===== config.mk =====
export PLATFORM = sky130hd
export DESIGN_NAME = booth_mult_arbiter_flat
export DESIGN_NICKNAME = d
export VERILOG_FILES = /design/src/rtl/booth_mult_arbiter_if.sv /design/src/rtl/booth_mult_arbiter.sv /design/src/flat_wrapper.sv
export SDC_FILE = /design/constraint.sdc
export NUM_CORES = 1
export LEC_CHECK = 0
export ABC_AREA = 1
export CAP_MARGIN = 20
export CORE_AREA = 2 2 182 184
export CTS_CLUSTER_SIZE = 24
export DETAILED_ROUTE_END_ITERATION = 8
export DIE_AREA = 0 0 184 186
export GPL_TIMING_DRIVEN = 1
export HOLD_SLACK_MARGIN = 0.08
export PLACE_DENSITY = 0.63
export SETUP_SLACK_MARGIN = 0.2
export SYNTH_ARGS = -nofsm -noshare
export SYNTH_HDL_FRONTEND = slang
export SYNTH_SLANG_ARGS = --single-unit

===== constraint.sdc =====
create_clock -name clk -period 3.1 [get_ports clk]
set_input_delay 0.775 -clock clk [delete_from_list [all_inputs] [get_ports clk]]
set_output_delay 0.775 -clock clk [all_outputs]
set_load 0.03 [all_outputs]

===== src/rtl/booth_mult_arbiter_if.sv =====
// Bundles the requester, response and multiplier-side buses of booth_mult_arbiter.
// The slave modport is the arbiter's view; master is the surrounding logic's view.
interface booth_mult_arbiter_if #(
    parameter int N    = 32,
    parameter int NREQ = 4
);
    localparam int ID_W = $clog2(NREQ);

    logic [NREQ-1:0]   req_valid;
    logic [NREQ-1:0]   req_ready;
    logic [NREQ*N-1:0] req_mplier;
    logic [NREQ*N-1:0] req_mcand;

    logic              rsp_valid;
    logic              rsp_ready;
    logic [ID_W-1:0]   rsp_id;
    logic [2*N-1:0]    rsp_product;
    logic              rsp_err;

    logic              mult_start;
    logic [N-1:0]      mult_mplier;
    logic [N-1:0]      mult_mcand;
    logic              mult_done;
    logic [2*N-1:0]    mult_product;

    modport slave (
        input  req_valid, req_mplier, req_mcand, rsp_ready, mult_done, mult_product,
        output req_ready, rsp_valid, rsp_id, rsp_product, rsp_err,
               mult_start, mult_mplier, mult_mcand
    );

    modport master (
        output req_valid, req_mplier, req_mcand, rsp_ready, mult_done, mult_product,
        input  req_ready, rsp_valid, rsp_id, rsp_product, rsp_err,
               mult_start, mult_mplier, mult_mcand
    );
endinterface


===== src/rtl/booth_mult_arbiter.sv =====
// Round-robin sharing of one Booth multiplier among NREQ requesters, with a
// watchdog that turns a hung multiplier into an error response.
//
// state   | meaning
// IDLE    | waiting for a request; grants and latches operands
// ISSUE   | one-cycle mult_start pulse, watchdog cleared
// WAIT    | waiting for mult_done or watchdog expiry
// CAPTURE | registering mult_product (valid the cycle after done)
// RESP    | holding the response until rsp_ready
module booth_mult_arbiter #(
    parameter int N       = 32,
    parameter int NREQ    = 4,
    parameter int TIMEOUT = 32
) (
    input  logic                 clk,
    input  logic                 n_reset,
    booth_mult_arbiter_if.slave  bus,
    output logic                 busy,
    output logic                 timeout_flag
);
    localparam int ID_W = $clog2(NREQ);
    localparam int WD_W = $clog2(TIMEOUT);
    localparam logic [WD_W-1:0] WD_LAST = WD_W'(TIMEOUT - 1);

    localparam logic [2:0] IDLE    = 3'd0;
    localparam logic [2:0] ISSUE   = 3'd1;
    localparam logic [2:0] WAIT    = 3'd2;
    localparam logic [2:0] CAPTURE = 3'd3;
    localparam logic [2:0] RESP    = 3'd4;

    logic [2:0]      state;
    logic [ID_W-1:0] rr_ptr;
    logic [ID_W-1:0] id_q;
    logic [N-1:0]    mplier_q;
    logic [N-1:0]    mcand_q;
    logic [WD_W-1:0] watchdog;
    logic [2*N-1:0]  product_q;
    logic            err_q;
    logic            tflag_q;

    logic            gnt_found;
    logic [ID_W-1:0] gnt_id;
    logic [ID_W-1:0] cand;

    // First valid lane strictly after rr_ptr, wrapping around.
    always_comb begin
        gnt_found = 1'b0;
        gnt_id    = '0;
        cand      = '0;
        for (int k = 1; k <= NREQ; k++) begin
            cand = ID_W'((int'(rr_ptr) + k) % NREQ);
            if (!gnt_found && bus.req_valid[cand]) begin
                gnt_found = 1'b1;
                gnt_id    = cand;
            end
        end
    end

    always_ff @(posedge clk) begin
        if (!n_reset) begin
            state     <= IDLE;
            rr_ptr    <= ID_W'(NREQ - 1);
            id_q      <= '0;
            mplier_q  <= '0;
            mcand_q   <= '0;
            watchdog  <= '0;
            product_q <= '0;
            err_q     <= 1'b0;
            tflag_q   <= 1'b0;
        end else begin
            case (state)
                IDLE: begin
                    if (gnt_found) begin
                        id_q     <= gnt_id;
                        mplier_q <= bus.req_mplier[int'(gnt_id)*N +: N];
                        mcand_q  <= bus.req_mcand[int'(gnt_id)*N +: N];
                        state    <= ISSUE;
                    end
                end
                ISSUE: begin
                    watchdog <= '0;
                    state    <= WAIT;
                end
                WAIT: begin
                    if (bus.mult_done) begin
                        state <= CAPTURE;
                    end else if (watchdog == WD_LAST) begin
                        err_q     <= 1'b1;
                        tflag_q   <= 1'b1;
                        product_q <= '0;
                        state     <= RESP;
                    end else begin
                        watchdog <= watchdog + 1'b1;
                    end
                end
                CAPTURE: begin
                    product_q <= bus.mult_product;
                    state     <= RESP;
                end
                RESP: begin
                    if (bus.rsp_ready) begin
                        rr_ptr <= id_q;
                        err_q  <= 1'b0;
                        state  <= IDLE;
                    end
                end
                default: state <= IDLE;
            endcase
        end
    end

    // Grant is combinational so operands are taken in the same cycle req_ready is seen.
    assign bus.req_ready   = (state == IDLE && n_reset && gnt_found)
                             ? (NREQ'(1) << gnt_id) : '0;
    assign bus.mult_start  = (state == ISSUE);
    assign bus.mult_mplier = mplier_q;
    assign bus.mult_mcand  = mcand_q;
    assign bus.rsp_valid   = (state == RESP);
    assign bus.rsp_id      = id_q;
    assign bus.rsp_product = product_q;
    assign bus.rsp_err     = err_q;
    assign busy            = (state != IDLE);
    assign timeout_flag    = tflag_q;
endmodule


===== src/flat_wrapper.sv =====
// flat-port wrapper written by rule: the top's interface ports become plain ports
module booth_mult_arbiter_flat 
#(
    parameter int N       = 32,
    parameter int NREQ    = 4,
    parameter int TIMEOUT = 32
)
  (clk, n_reset, busy, timeout_flag, bus_req_valid, bus_req_mplier, bus_req_mcand, bus_rsp_ready, bus_mult_done, bus_mult_product, bus_req_ready, bus_rsp_valid, bus_rsp_id, bus_rsp_product, bus_rsp_err, bus_mult_start, bus_mult_mplier, bus_mult_mcand);
  booth_mult_arbiter_if #(.N(N), .NREQ(NREQ)) bus_i ();
  input  logic clk;
  input  logic n_reset;
  output logic busy;
  output logic timeout_flag;
  input wire logic [$bits(bus_i.req_valid)-1:0] bus_req_valid;
  input wire logic [$bits(bus_i.req_mplier)-1:0] bus_req_mplier;
  input wire logic [$bits(bus_i.req_mcand)-1:0] bus_req_mcand;
  input wire logic [$bits(bus_i.rsp_ready)-1:0] bus_rsp_ready;
  input wire logic [$bits(bus_i.mult_done)-1:0] bus_mult_done;
  input wire logic [$bits(bus_i.mult_product)-1:0] bus_mult_product;
  output wire logic [$bits(bus_i.req_ready)-1:0] bus_req_ready;
  output wire logic [$bits(bus_i.rsp_valid)-1:0] bus_rsp_valid;
  output wire logic [$bits(bus_i.rsp_id)-1:0] bus_rsp_id;
  output wire logic [$bits(bus_i.rsp_product)-1:0] bus_rsp_product;
  output wire logic [$bits(bus_i.rsp_err)-1:0] bus_rsp_err;
  output wire logic [$bits(bus_i.mult_start)-1:0] bus_mult_start;
  output wire logic [$bits(bus_i.mult_mplier)-1:0] bus_mult_mplier;
  output wire logic [$bits(bus_i.mult_mcand)-1:0] bus_mult_mcand;
  assign bus_i.req_valid = bus_req_valid;
  assign bus_i.req_mplier = bus_req_mplier;
  assign bus_i.req_mcand = bus_req_mcand;
  assign bus_i.rsp_ready = bus_rsp_ready;
  assign bus_i.mult_done = bus_mult_done;
  assign bus_i.mult_product = bus_mult_product;
  assign bus_req_ready = bus_i.req_ready;
  assign bus_rsp_valid = bus_i.rsp_valid;
  assign bus_rsp_id = bus_i.rsp_id;
  assign bus_rsp_product = bus_i.rsp_product;
  assign bus_rsp_err = bus_i.rsp_err;
  assign bus_mult_start = bus_i.mult_start;
  assign bus_mult_mplier = bus_i.mult_mplier;
  assign bus_mult_mcand = bus_i.mult_mcand;
  booth_mult_arbiter #(.N(N), .NREQ(NREQ), .TIMEOUT(TIMEOUT)) u_core (.clk(clk), .n_reset(n_reset), .bus(bus_i), .busy(busy), .timeout_flag(timeout_flag));
endmodule

Yosys cells after proc, flatten, opt, wreduce, memory -nomap -nowiden
Index checks and enable logic that the tools add are counted.

cells by class
  add/sub/neg operators = 5
  magnitude comparators = 4
  eq/ne operators = 11
  shift-type cells = 3
  mux-type cells = 32
  bitwise logic cells = 1
  reductions and logical operators = 20

operator list
  kind                                                        number
  variable part select 128 x 8 -> 32 bit                      2
  two-way mux 64 bit                                          2
  case mux 64 bit (2 select lines)                            1
  case mux 3 bit (5 select lines)                             1
  less-than comparator 2 x 3 -> 1 bit, second input constant  4
  two-way mux 3 bit                                           4
  AND reduction 3 bit                                         4
  two-way mux 1 bit                                           11
  two-way mux 5 bit                                           2
  case mux 5 bit (2 select lines)                             1
  binary-select mux 1 bit (select 2 bit)                      4
  two-way mux 2 bit                                           4
  equality test 3 x 2 -> 1 bit, second input constant         2
  inequality test 2 bit, second input constant                3
  nonzero test 2 bit                                          3
  adder 5 x 1 -> 5 bit, second input constant                 1
  equality test 5 bit, second input constant                  1
  logical AND 1 bit                                           5
  adder 2 x 1 -> 2 bit, second input constant                 2
  adder 2 bit, second input constant                          2
  two-way mux 4 bit                                           1
  inequality test 2 x 1 -> 1 bit, second input constant       2
  AND reduction 2 bit                                         2
  AND reduction 4 bit                                         1
  other kinds (9)                                             11

word-level totals
  bits in registers = 142
  input bits = 328
  output and inout port bits = 139
  logic and storage cells = 85

Logic depth before layout (Yosys ltp)
  word-level depth = 15
  depth in mapped cells = 18
  depth with buffers taken out = 15

Worst setup path after synthesis
OpenSTA, ideal clock, no wires.

  path type = input port to output port
  start = in bus_req_valid[3]
  end = out bus_req_ready[2]
  arrival = 2.500 ns
  required time = 2.325 ns
  slack = -0.175 ns
  cell stages on the path = 11
  buffers on the path = 2
  path through = nand2_1 nand2_1 nand2_1 nand2_1 nor2_4 nand2_1 nor2_1 nor2_4 buf_2 buf_2 nor3_1

between the ends
  longest elaborated chain between the ends = 14
  elaborated cells on any way between the ends = 25
  those cells by class = 1 x shift; 17 x mux; 7 x reduce/logical

ends and longest elaborated chain
  item                                                            line                                                  RTL
  from (decl)                                                     flat_wrapper.sv:14                                    input wire logic [$bits(bus_i.req_valid)-1:0] bus_req_valid;
  binary-select mux 1 bit (select 2 bit)                          booth_mult_arbiter.sv:52                              if (!gnt_found && bus.req_valid[cand]) begin
  two-way mux 1 bit (not written as such)                         booth_mult_arbiter.sv:52
  two-way mux 1 bit                                               booth_mult_arbiter.sv:52
  logical NOT 1 bit                                               booth_mult_arbiter.sv:52
  logical AND 1 bit                                               booth_mult_arbiter.sv:52
  two-way mux 1 bit                                               booth_mult_arbiter.sv:52
  logical NOT 1 bit                                               booth_mult_arbiter.sv:52
  logical AND 1 bit                                               booth_mult_arbiter.sv:52
  two-way mux 1 bit                                               booth_mult_arbiter.sv:52
  logical NOT 1 bit                                               booth_mult_arbiter.sv:52
  logical AND 1 bit                                               booth_mult_arbiter.sv:52
  two-way mux 2 bit or two-way mux 1 bit (tied branches)          booth_mult_arbiter.sv:52
  << shifter 1 x 2 -> 4 bit or logical AND 1 bit (tied branches)  booth_mult_arbiter.sv:114, booth_mult_arbiter.sv:113
  two-way mux 4 bit *                                             booth_mult_arbiter.sv:114                             ? (NREQ'(1) << gnt_id) : '0;
  to (decl)                                                       flat_wrapper.sv:20                                    output wire logic [$bits(bus_i.req_ready)-1:0] bus_req_ready;

Mark *: on every way between the ends. The rest lies on a longest branch, timed or not. The select of a mux whose other input is x is not followed.

Worst setup path in the final report
  start = reg u_core.rr_ptr[0]
  end = out bus_req_ready[1]

between the ends
  longest elaborated chain between the ends = 15
  elaborated cells on any way between the ends = 29
  those cells by class = 4 x add/sub; 1 x shift; 17 x mux; 7 x reduce/logical

ends and longest elaborated chain
  item                                                            line                                                  RTL
  from (decl)                                                     booth_mult_arbiter.sv:32                              logic [ID_W-1:0] rr_ptr;
  from (signal assigned)                                          booth_mult_arbiter.sv:62                              rr_ptr <= ID_W'(NREQ - 1);
  from (signal assigned)                                          booth_mult_arbiter.sv:102                             rr_ptr <= id_q;
  adder 2 x 1 -> 2 bit                                            booth_mult_arbiter.sv:51                              cand = ID_W'((int'(rr_ptr) + k) % NREQ);
  binary-select mux 1 bit (select 2 bit)                          booth_mult_arbiter.sv:52
  two-way mux 1 bit (not written as such)                         booth_mult_arbiter.sv:52
  two-way mux 1 bit                                               booth_mult_arbiter.sv:52
  logical NOT 1 bit                                               booth_mult_arbiter.sv:52
  logical AND 1 bit                                               booth_mult_arbiter.sv:52
  two-way mux 1 bit                                               booth_mult_arbiter.sv:52
  logical NOT 1 bit                                               booth_mult_arbiter.sv:52
  logical AND 1 bit                                               booth_mult_arbiter.sv:52
  two-way mux 1 bit                                               booth_mult_arbiter.sv:52
  logical NOT 1 bit                                               booth_mult_arbiter.sv:52
  logical AND 1 bit                                               booth_mult_arbiter.sv:52
  two-way mux 2 bit or two-way mux 1 bit (tied branches)          booth_mult_arbiter.sv:52
  << shifter 1 x 2 -> 4 bit or logical AND 1 bit (tied branches)  booth_mult_arbiter.sv:114, booth_mult_arbiter.sv:113
  two-way mux 4 bit *                                             booth_mult_arbiter.sv:114

Marked as above.

==> impl_metrics.tcl <==
set metrics [dict create \
    status "complete, no violations" \
    routed_wirelength_um 33700 \
    synth.ff_latch_count 142 \
    drive_gt1_frac 0.0842 \
    worst-path-buf-inv 3 \
    hold_depth 2 \
    cts_buffers 17 \
    synth_top_flop_cell "dfxtp_1" \
    viasPerCell 4.59 \
    start_util 0.234 \
    synth_top_family_by_area "simple AND/OR/NAND/NOR gates" \
    critPathArrivalTime_ps 2080 \
    reg2reg_to "u_core.state[0]$_SDFFE_PN0P_" \
    io_pins 467 \
    n_antenna_cell 0 \
    cts_root_buf "clkbuf_16" \
    skew_ps 12.3 \
    yosysSeqAreaShare 0.377 \
    synth-xor-area-share 0.00116 \
    die_area_um2 34200 \
    final_area_um2 13600 \
    required_ps 2320 \
    route.detailed.drc 0 \
    htree_levels 4 \
    overflow 0 \
    synthToLayoutAreaGrowth_pct 79.8 \
    cp_slowest_stage_delay_ps 420 \
    yosys_warnings 0 \
    postSynthAreaPerCell_um2 6.18 \
    cts.sinks 142 \
    worstPathMaxFanout 9 \
    die_h_um 186 \
    gp_congestion 0.901 \
    p_total_mw 8.56 \
    min_from "u_core.bus.rsp_product[1]$_SDFFE_PN0P_" \
    post-route-period-util 0.919 \
    synth_fa_ha_area_frac 0.00332 \
    setup_tns_ps 0 \
    synth_cell_type_count 32 \
    final_antenna_net_count 0 \
    nNetsFinal 2003 \
    rows 66 \
    holdPathEnd "u_core.bus.rsp_product[1]$_SDFFE_PN0P_" \
    synth-compound-area-share 0.0862 \
    final-hold-violation-count 0 \
    fin_ws_ps 250 \
    dpl-instance-area_um2 12800 \
    crit_slowest_cell "dfxtp_4" \
    maxSlewViolCount 0 \
    cts_tree "yes" \
    critical-path-top-delay-family "simple AND/OR/NAND/NOR gates" \
    drt_iter0_markers 395 \
    wl_per_cell_um 16.1 \
    cts_buffer_depth 2 \
    fin_crit_ps 2850 \
    portBuffers 466 \
    clkLatencyLatePin_ps 420 \
    cp-start-kind "flop" \
    vias 9611 \
    cp_cell_sequence "inv_8, nand2_2, nand2_2, nand2_2, nand2_4, nor2_4, nand3_2, nand2_4, nand2_4, buf_12, nor3_4, buf_6" \
    grt_pass1_vias 8890 \
    cts_hold_buf 0 \
    crit_type "flop to primary output" \
    grt_pass1_wl_um 49400 \
    min_path_type "flop to flop" \
    die_w_um 184 \
    max-cap-violations 0 \
    fill_cells 3359 \
    syn_nets 1551 \
    grt_max_degree 90 \
    antenna_found_initial 1 \
    track_usage 0.187 \
    drt-pass1-iter-count 5 \
    reg2reg_depth 21 \
    setup_viol 0 \
    rsz0062_at_grt "yes" \
    r2r-start "u_core.rr_ptr[0]$_SDFFE_PN1P_" \
    clk_pin_slew_worst_paths_ps 70 \
    synth_cells 1221 \
    worst_pin_slew_ps 624 \
    dp_slack_ps -180 \
    syn_area_um2 7540 \
    fp.coreArea_um2 32200 \
    end_kind "primary output" \
    async_reset_ff_frac 0 \
    synth-edff-count 0 \
    r2r_slack_ps 300 \
    muxShareOfSynthArea 0 \
    slew_headroom 0.583 \
    yosys.area_share.simple 0.452 \
    max_freq_mhz 351 \
    vdd_drop_max_v 0.000612 \
    p_leak_nw 5.61 \
    p_per_area_nw_per_um2 631 \
    dp_hpwl_um 25400 \
]
[cell type report]
| type | count | area, um^2 | share of cell area |
|---|---|---|---|
| inverter | 50 | 200 | 0.0148 |
| tap | 408 | 510 | 0.0376 |
| timing repair buffer | 521 | 5170 | 0.381 |
| clock buffer | 17 | 425 | 0.0314 |
| multi-input combinational | 941 | 4230 | 0.312 |
| clock inverter | 15 | 174 | 0.0128 |
| sequential | 142 | 2850 | 0.210 |
[flip-flops by register name (all words and copies together), names as in the netlist]
signal                  count
u_core.bus.mult_mplier     32
u_core.bus.rsp_product     64
u_core.state                3
u_core.bus.rsp_id           2
u_core.bus.rsp_err          1
u_core.rr_ptr               2
u_core.watchdog             5
u_core.bus.mult_mcand      32
u_core.timeout_flag         1
[cells in the final DEF, fill, tap and decap left out, types with 4 or more instances in the layout]
| cell type | count |
|---|---|
| clkbuf_16 | 17 |
| buf_12 | 9 |
| o21ai_0 | 50 |
| inv_6 | 6 |
| inv_8 | 4 |
| nor2_1 | 140 |
| clkdlybuf4s50_1 | 457 |
| nand2_2 | 17 |
| nor3_4 | 4 |
| nor3_1 | 4 |
| dfxtp_1 | 140 |
| a21oi_1 | 69 |
| buf_6 | 5 |
| nand2_4 | 5 |
| nor2_4 | 6 |
| nand3_1 | 214 |
| inv_1 | 44 |
| nand2_1 | 412 |
| buf_4 | 45 |
[worst register-to-register path, stage by stage, from the launching register on]
cell	delay, ps
dfxtp_4	420
inv_8	60
nand2_2	70
nand2_2	70
nand2_2	100
nand2_4	70
nor2_4	120
nand4_1	120
buf_4	160
buf_4	120
buf_4	120
buf_4	120
buf_4	120
buf_4	120
buf_4	120
buf_4	120
buf_4	120
buf_4	120
buf_4	120
buf_4	120
o22ai_2	80
nor4_1	70
[through the flow]
stage / instances / util / hold slack (ps)
2_1_floorplan: 1221 / - / 445
3_3_place_gp: 2046 / 0.396 / 447
3_5_place_dp: 2046 / 0.396 / 452
4_1_cts: 2093 / 0.420 / 461
5_1_grt: 2094 / 0.421 / 473
6_report: 2094 / 0.421 / 459
[synthesized netlist by cell type, drive strengths merged, types with 2 or more instances]
cell type | count | share of area
nand2 | 435 | 0.22
nand3 | 215 | 0.14
nor2 | 147 | 0.077
dfxtp | 142 | 0.38
a21oi | 70 | 0.046
inv | 50 | 0.025
o21ai | 50 | 0.033
clkbuf | 47 | 0.023
buf | 41 | 0.032
nor3 | 9 | 0.0060
ha | 2 | 0.0033
nand4 | 2 | 0.0017
o211ai | 2 | 0.0020
[cells by family (layout without fill, tap and decap cells)]
logic type / Yosys count / after routing
DFF: 142 / 142
xor gates and xnor gates: 1 / 1
AOI/OAI and AO/OA: 127 / 127
and+or+nand+nor: 811 / 811
buffers and inverters: 138 / 603
adders and majority gates: 2 / 2
[how the worst max path moves through the flow]
stage	slack, ps	depth (start not counted)	endpoint	from
finish	250	12	bus_req_ready[1]	u_core.rr_ptr[0]$_SDFFE_PN1P_
global route	120	12	bus_req_ready[1]	u_core.rr_ptr[0]$_SDFFE_PN1P_
CTS	200	12	bus_req_ready[1]	bus_req_valid[3]
detailed placement	-180	12	bus_req_ready[0]	bus_req_valid[1]
global placement	-130	12	bus_req_ready[2]	bus_req_valid[1]
floorplan	200	11	bus_req_ready[2]	bus_req_valid[3]
[metal layers]
layer	up-vias	routed length (um)	track usage
met4	0	964	0.0701
met5	-	0	0
met1	4303	13800	0.225
li1	4833	-	-
met3	44	2750	0.0532
met2	431	16200	0.318
[where the power goes]
group          switching [mW]  total, mW  internal, mW
sequential              0.203       2.41          2.20
clock                   0.922       2.14          1.22
combinational            2.36       4.02          1.65
total                    3.49       8.56          5.07
[repair_timing]
action,4_1_cts,5_1_grt
buffers inserted,15,1
gates resized for setup,32,15
endpoints found under the setup margin,4,5
gates cloned,0,0
pin swaps,23,12
No activity file was read; power rests on OpenSTA's default activity.
==> edit 1: new RTL, same flow settings <==
`TIMEOUT` is set to 32 in 2 places; all go to 16.
--- a/src/rtl/booth_mult_arbiter.sv
+++ b/src/rtl/booth_mult_arbiter.sv
@@ -10,7 +10,7 @@
 module booth_mult_arbiter #(
     parameter int N       = 32,
     parameter int NREQ    = 4,
-    parameter int TIMEOUT = 32
+    parameter int TIMEOUT = 16
 ) (
     input  logic                 clk,
     input  logic                 n_reset,
--- a/src/flat_wrapper.sv
+++ b/src/flat_wrapper.sv
@@ -3,7 +3,7 @@
 #(
     parameter int N       = 32,
     parameter int NREQ    = 4,
-    parameter int TIMEOUT = 32
+    parameter int TIMEOUT = 16
 )
   (clk, n_reset, busy, timeout_flag, bus_req_valid, bus_req_mplier, bus_req_mcand, bus_rsp_ready, bus_mult_done, bus_mult_product, bus_req_ready, bus_rsp_valid, bus_rsp_id, bus_rsp_product, bus_rsp_err, bus_mult_start, bus_mult_mplier, bus_mult_mcand);
   booth_mult_arbiter_if #(.N(N), .NREQ(NREQ)) bus_i ();
Behaviour: no difference found for any inputs over 4 cycles, from zero or initial values and one cycle with n_reset low; that may be too few to reach the edited logic, so the function may still have changed.
==> edit 1 against the original RTL <==
- clock power rose by 9.8%
- combinational power rose by 58%
- worst setup slack improved by 0.080 ns
- wire length rose by 1.2%
- critical path depth did not move
- synthesized area rose by 2.6%
- largest power group unchanged
- highest routed layer is now met5
- design area rose by 0.61%
- sequential cell count fell by 1
- synthesized cell count rose by 2.7%
- power rose by 33%
- worst hold slack improved by 0.019 ns
==> edit 1: results (changes against the original RTL) <==
cells_and_area:
  fraction_of_final_layout_cells_sized_beyond_drive_strength_1_pct: 6.61  # -1.8 points
  largest_reg_flops: 64  # unchanged
  fin_nets: 2010  # +0.35%
cts:
  tritoncts.num_buffers: 17  # unchanged
  clockRootBuffer: "clkbuf_16"
  ctsLongestPathBuffers: 2  # unchanged
  max_h_tree_level: 4  # unchanged
drt:
  totalWireLength_mm: 34.1  # +1.2%
  routed_vias_inst: 4.59  # about the same
  first_pass_iters: 5  # unchanged
  drt_iter0_drc: 443  # +12%
  total_vias_in_the_final_route: 9657  # +0.48%
logic_synthesis:
  synth.yosys.seq_area_share_pct: 36.5  # -1.2 points
  synth_commonest_cells: "nand2_1 (426), nor2_1 (203), nand3_1 (201)"
  synth-warning-count: 0  # unchanged
  cells_after_synthesis: 1254  # +2.7%
  synth.net_count: 1583  # +2.1%
  postSynth.topFlopCell: "dfxtp_1"
  ys_types: 28  # -13%
  synth.area.top_cells: "dfxtp_1 (36%), nand2_1 (21%), nand3_1 (13%), nor2_1 (9.8%), a22oi_1 (6.2%)"
  ys_async_sr_fraction_pct: 0  # unchanged
  synth_enable_flop_cells: 0  # unchanged
global_route:
  number_of_antenna_violations_at_the_first_check_in_global_routing: 2  # +1
  grt_pass1_vias: 8831  # -0.66%
  wire_length_of_the_first_global_routing_pass_mm: 49.6  # +0.43%
  grt_start_max_net_pins: 96  # +6.7%
  global_route.usage.total_pct: 18.9  # +0.13 points
placement:
  port-buffer-count: 466  # unchanged
  dpl_cell_area_mm2: 0.0129  # +0.85%
  hpwl_after_dpl_mm: 25.2  # -0.64%
  gp_routability_congestion: 0.870  # -3.4%
  placedCellCount: 2065  # +0.93%
min_path:
  hold_path_startpoint: "u_core.timeout_flag"
  timing.hold.worst.class: "reg2reg"
worst_setup_path:
  worstReg2RegStart: "u_core.rr_ptr[0]"
  timing.critical_path.fanout_max: 9  # unchanged
  critPathArrivalTime_ns: 1.99  # -0.09 ns
  start_to_end_type_of_the_worst_setup_path: "reg2out"
pwr:
  power_leakage_nw: 6.09  # +8.6%
  peakVddDrop_uv: 509  # -17%
timing:
  finalHoldViolCount: 0  # unchanged
  fin_skew_ns: 0.0170  # +0.00464 ns
  tightestPinTransition_ns: 0.678  # +0.0535 ns
run_status:
  outcome: "finished clean"
## edit 1: kinds of logic (layout without fill, tap and decap cells)
family	count (synthesis)	in the layout	share of synthesized area (%)
simple gates	848	848	45.3
buf+inv	165	605	9.34
flops	141	141	36.5
compound gates	98	98	8.61
fa+ha+maj	1	1	0.162
xor+xnor	1	1	0.113
other cells	0	1	0
## edit 1: path summary, 6_finish.rpt
path	endpoint	slack, ns	cells after the start
setup / recovery	bus_req_ready[0]	0.33	12
hold / removal	u_core.timeout_flag	0.48	2
setup reg to reg	u_core.bus.mult_mcand[13]	0.77	16
hold reg to reg	u_core.timeout_flag	0.48	2
## edit 1: worst max-delay path, cell delays in order, from the launching register on
cell and delay, ns:
dfxtp_4 0.40, inv_4 0.07, nand2_1 0.06, nand2_1 0.09
nand2_2 0.11, nand2_2 0.08, nor2_4 0.11, nand4_4 0.09
buf_6 0.15, nand2_8 0.10, inv_4 0.05, nor3_4 0.11
buf_6 0.15
## edit 1: what timing repair did
item                       4_1_cts  5_1_grt
pin swaps                       15       15
gates resized for setup         22       21
setup buffers                    3        2
gates cloned                     0        0
setup endpoints to repair        4        4
## edit 1: metrics by stage
step / setup WS (ns) / power (W) / util (%)
6_report: 0.330 / 0.0114 / 42.4
5_1_grt: 0.201 / 0.0122 / 42.4
4_1_cts: 0.201 / 0.0116 / 42.3
3_5_place_dp: -0.136 / 0.00907 / 40.0
3_3_place_gp: -0.110 / 0.00901 / 40.0
2_1_floorplan: 0.220 / 0.00654 / -
## edit 1: layout make-up
class                   instances  area [um^2]
fillers                      3348        18600
repair buffers                501         5040
multi-input cells             948         4320
flip-flops and latches        141         2830
well taps                     408          510
clock buffers                  18          429
inverters                      72          288
clock inverters                14          230
diodes                          1         2.50
## edit 1: layer usage
| layer | vias up | share of wire [%] | wire length, um | track usage [%] |
|---|---|---|---|---|
| met1 | 4344 | 39 | 13500 | 21.6 |
| met4 | 2 | 2.1 | 725 | 5.95 |
| li1 | 4873 | - | - | - |
| met3 | 39 | 9.0 | 3050 | 6.50 |
| met5 | - | 0.038 | 13 | 0 |
| met2 | 399 | 49 | 16800 | 33.0 |
## edit 1: report_power, final
group | internal (W) | switching [W]
Sequential | 0.00237 | 0.000299
Clock | 0.00145 | 0.000901
Combinational | 0.00248 | 0.00389
Total | 0.00630 | 0.00509
==> edit 2: new RTL, config.mk and constraints unchanged <==
Made on the original files. Reset style: asynchronous (`n_reset`), changed in one clocked block.
--- a/src/rtl/booth_mult_arbiter.sv
+++ b/src/rtl/booth_mult_arbiter.sv
@@ -56,7 +56,7 @@
         end
     end
 
-    always_ff @(posedge clk) begin
+    always_ff @(posedge clk or negedge n_reset) begin
         if (!n_reset) begin
             state     <= IDLE;
             rr_ptr    <= ID_W'(NREQ - 1);
Check against the original RTL: differs if n_reset is asserted again (counterexample within 4 cycles, from zero or initial values and one cycle with n_reset low); with n_reset held inactive, the same outputs for 4 cycles.
==> edit 2 against the original RTL <==
- count of clock-buffer cells in the layout unchanged
- design area grew 5.3%
- largest cell class unchanged
- worst setup slack worse by 0.25 ns
- critical path depth unchanged
- wire length rose by 12%
- die area unchanged
- critical endpoint unchanged
- sequential cell count unchanged
- synthesized area up 12%
- highest routed layer is now met5
Power is not compared: it rests on default switching activity, and its combinational part moved more than twofold at a synthesized area within 25%.
==> edit 2: results (changes against the original RTL) <==
logic_synthesis:
  synth.net_count: 1523  # -1.8%
  synth.yosys.seq_area_share_pct: 42.2  # +4.5 points
  ys_async_sr_fraction_pct: 100  # +100 points
  postSynth.topFlopCell: "dfrtp_1"
  ys_types: 29  # -9.4%
  synth.area.top_cells: "dfrtp_1 (42%), nand2_1 (31%), nand4_1 (9.6%), a22o_1 (6.6%), buf_2 (3.0%)"
  cells_after_synthesis: 1193  # -2.3%
  synth_commonest_cells: "nand2_1 (688), dfrtp_1 (140), nand4_1 (129)"
worst_setup_path:
  critPathArrivalTime_ns: 2.32  # +0.24 ns
  ff2ff_path_depth: 15  # -29%
  timing.critical_path.fanout_max: 7  # -2
  worstReg2RegStart: "u_core.rr_ptr[0]"
  critical_path_cell_with_the_highest_stage_delay: "dfstp_2"
  critical_path.startpoint: "u_core.rr_ptr[0]"
  critical-path-max-stage-delay_ns: 0.59  # +0.17 ns
cells_and_area:
  stdcell_count: 2045  # -2.3%
  fin_nets: 1949  # -2.7%
  nFillCells: 3213  # -4.3%
  fraction_of_final_layout_cells_sized_beyond_drive_strength_1_pct: 7.90  # -0.52 points
placement:
  hpwl_after_dpl_mm: 26.7  # +5.4%
  gp_routability_congestion: 0.859  # -4.7%
min_path:
  hold_path_startpoint: "u_core.bus.mult_mcand[31]"
  timing.hold.worst.class: "reg2reg"
  hold-path-cell-count: 2  # unchanged
run_status:
  outcome: "finished clean"
drt:
  drt_iter0_drc: 465  # +18%
  post_drt_wl_per_cell_um: 18.4  # +14%
cts:
  max_h_tree_level: 4  # unchanged
  clkTransAtPathRegs_ns: 0.07  # about the same
  tritoncts.num_buffers: 17  # unchanged
global_route:
  grt_pass1_vias: 9630  # +8.3%
  global_route.usage.total_pct: 21.2  # +2.5 points
  number_of_antenna_violations_at_the_first_check_in_global_routing: 7  # +6
timing:
  tightestPinTransition_ns: 0.827  # +0.203 ns
  fin_skew_ns: 0.0133  # +0.000945 ns
[edit 2: cell count changes after synthesis, moves of 28 or more]
| cell | unedited run | this run |
|---|---|---|
| nand2_1 | 427 | 688 |
| nand3_1 | 214 | 7 |
| dfxtp_1 | 142 | 0 |
| dfrtp_1 | 0 | 140 |
| nor2_1 | 142 | 7 |
| nand4_1 | 2 | 129 |
| a21oi_1 | 70 | 4 |
| a22o_1 | 0 | 64 |
| o21ai_0 | 50 | 6 |
| buf_2 | 20 | 51 |
| clkbuf_1 | 47 | 19 |
[edit 2: cells by family after synthesis]
family                   count (synthesis)  synth area share, %
AO/OA/AOI/OAI                           79                 7.70
adder cells (fa/ha/maj)                  2                0.297
buffers and inverters                  121                 7.46
flip-flops                             142                 42.2
multiplexers                             1                0.119
AND/OR/NAND/NOR                        848                 42.3
[edit 2: routing by layer]
layer | routed length [um] | part of all wire [%] | GRT usage [%] | vias to the layer above
li1 | - | - | - | 4784
met1 | 14600 | 39 | 23.6 | 4542
met2 | 18800 | 50 | 37.8 | 383
met3 | 3510 | 9.3 | 7.87 | 33
met4 | 705 | 1.9 | 6.05 | 4
met5 | 26 | 0.069 | 0 | -
[edit 2: final cells by class]
cell class,instances,area share (%)
Tap cell,408,3.57
Clock inverter,15,1.32
Sequential cell,142,24.9
Clock buffer,17,2.98
Multi-Input combinational cell,930,31.2
Inverter,23,0.648
Timing Repair Buffer,505,35.3
Antenna cell,5,0.0876
[edit 2: where the power goes]
group / switching (W) / internal, W
clock: 0.000961 / 0.00123
combinational: 0.00891 / 0.00489
sequential: 0.000486 / 0.00272
[edit 2: final timing paths]
path                                         endpoint  slack [ns]
max reg2reg                 u_core.bus.mult_mplier[1]        0.49
max in group asynchronous   u_core.bus.mult_mplier[0]        2.00
min in group asynchronous  u_core.bus.mult_mplier[22]        0.53
min reg2reg                 u_core.bus.mult_mcand[31]        0.48
min                         u_core.bus.mult_mcand[31]        0.48
max                                  bus_req_ready[1]       0.005
[edit 2: repair_timing]
action	4_1_cts	5_1_grt
hold buffers	0	0
endpoints found under the setup margin	4	4
resized for setup	23	26
pin swaps	15	25
setup buffers	12	3
[edit 2: stage by stage]
step,hold slack (ns),power [W],cell area [um^2],util (%),setup slack [ns]
finish,0.477,0.0192,14300,44.4,0.00470
global route,0.506,0.0209,14300,44.4,-0.119
CTS,0.480,0.0192,14200,44.0,-0.0267
detailed placement,0.464,0.0166,13400,41.6,-0.209
global placement,0.461,0.0165,13400,41.6,-0.141
floorplan,0.470,0.0124,8460,-,0.133
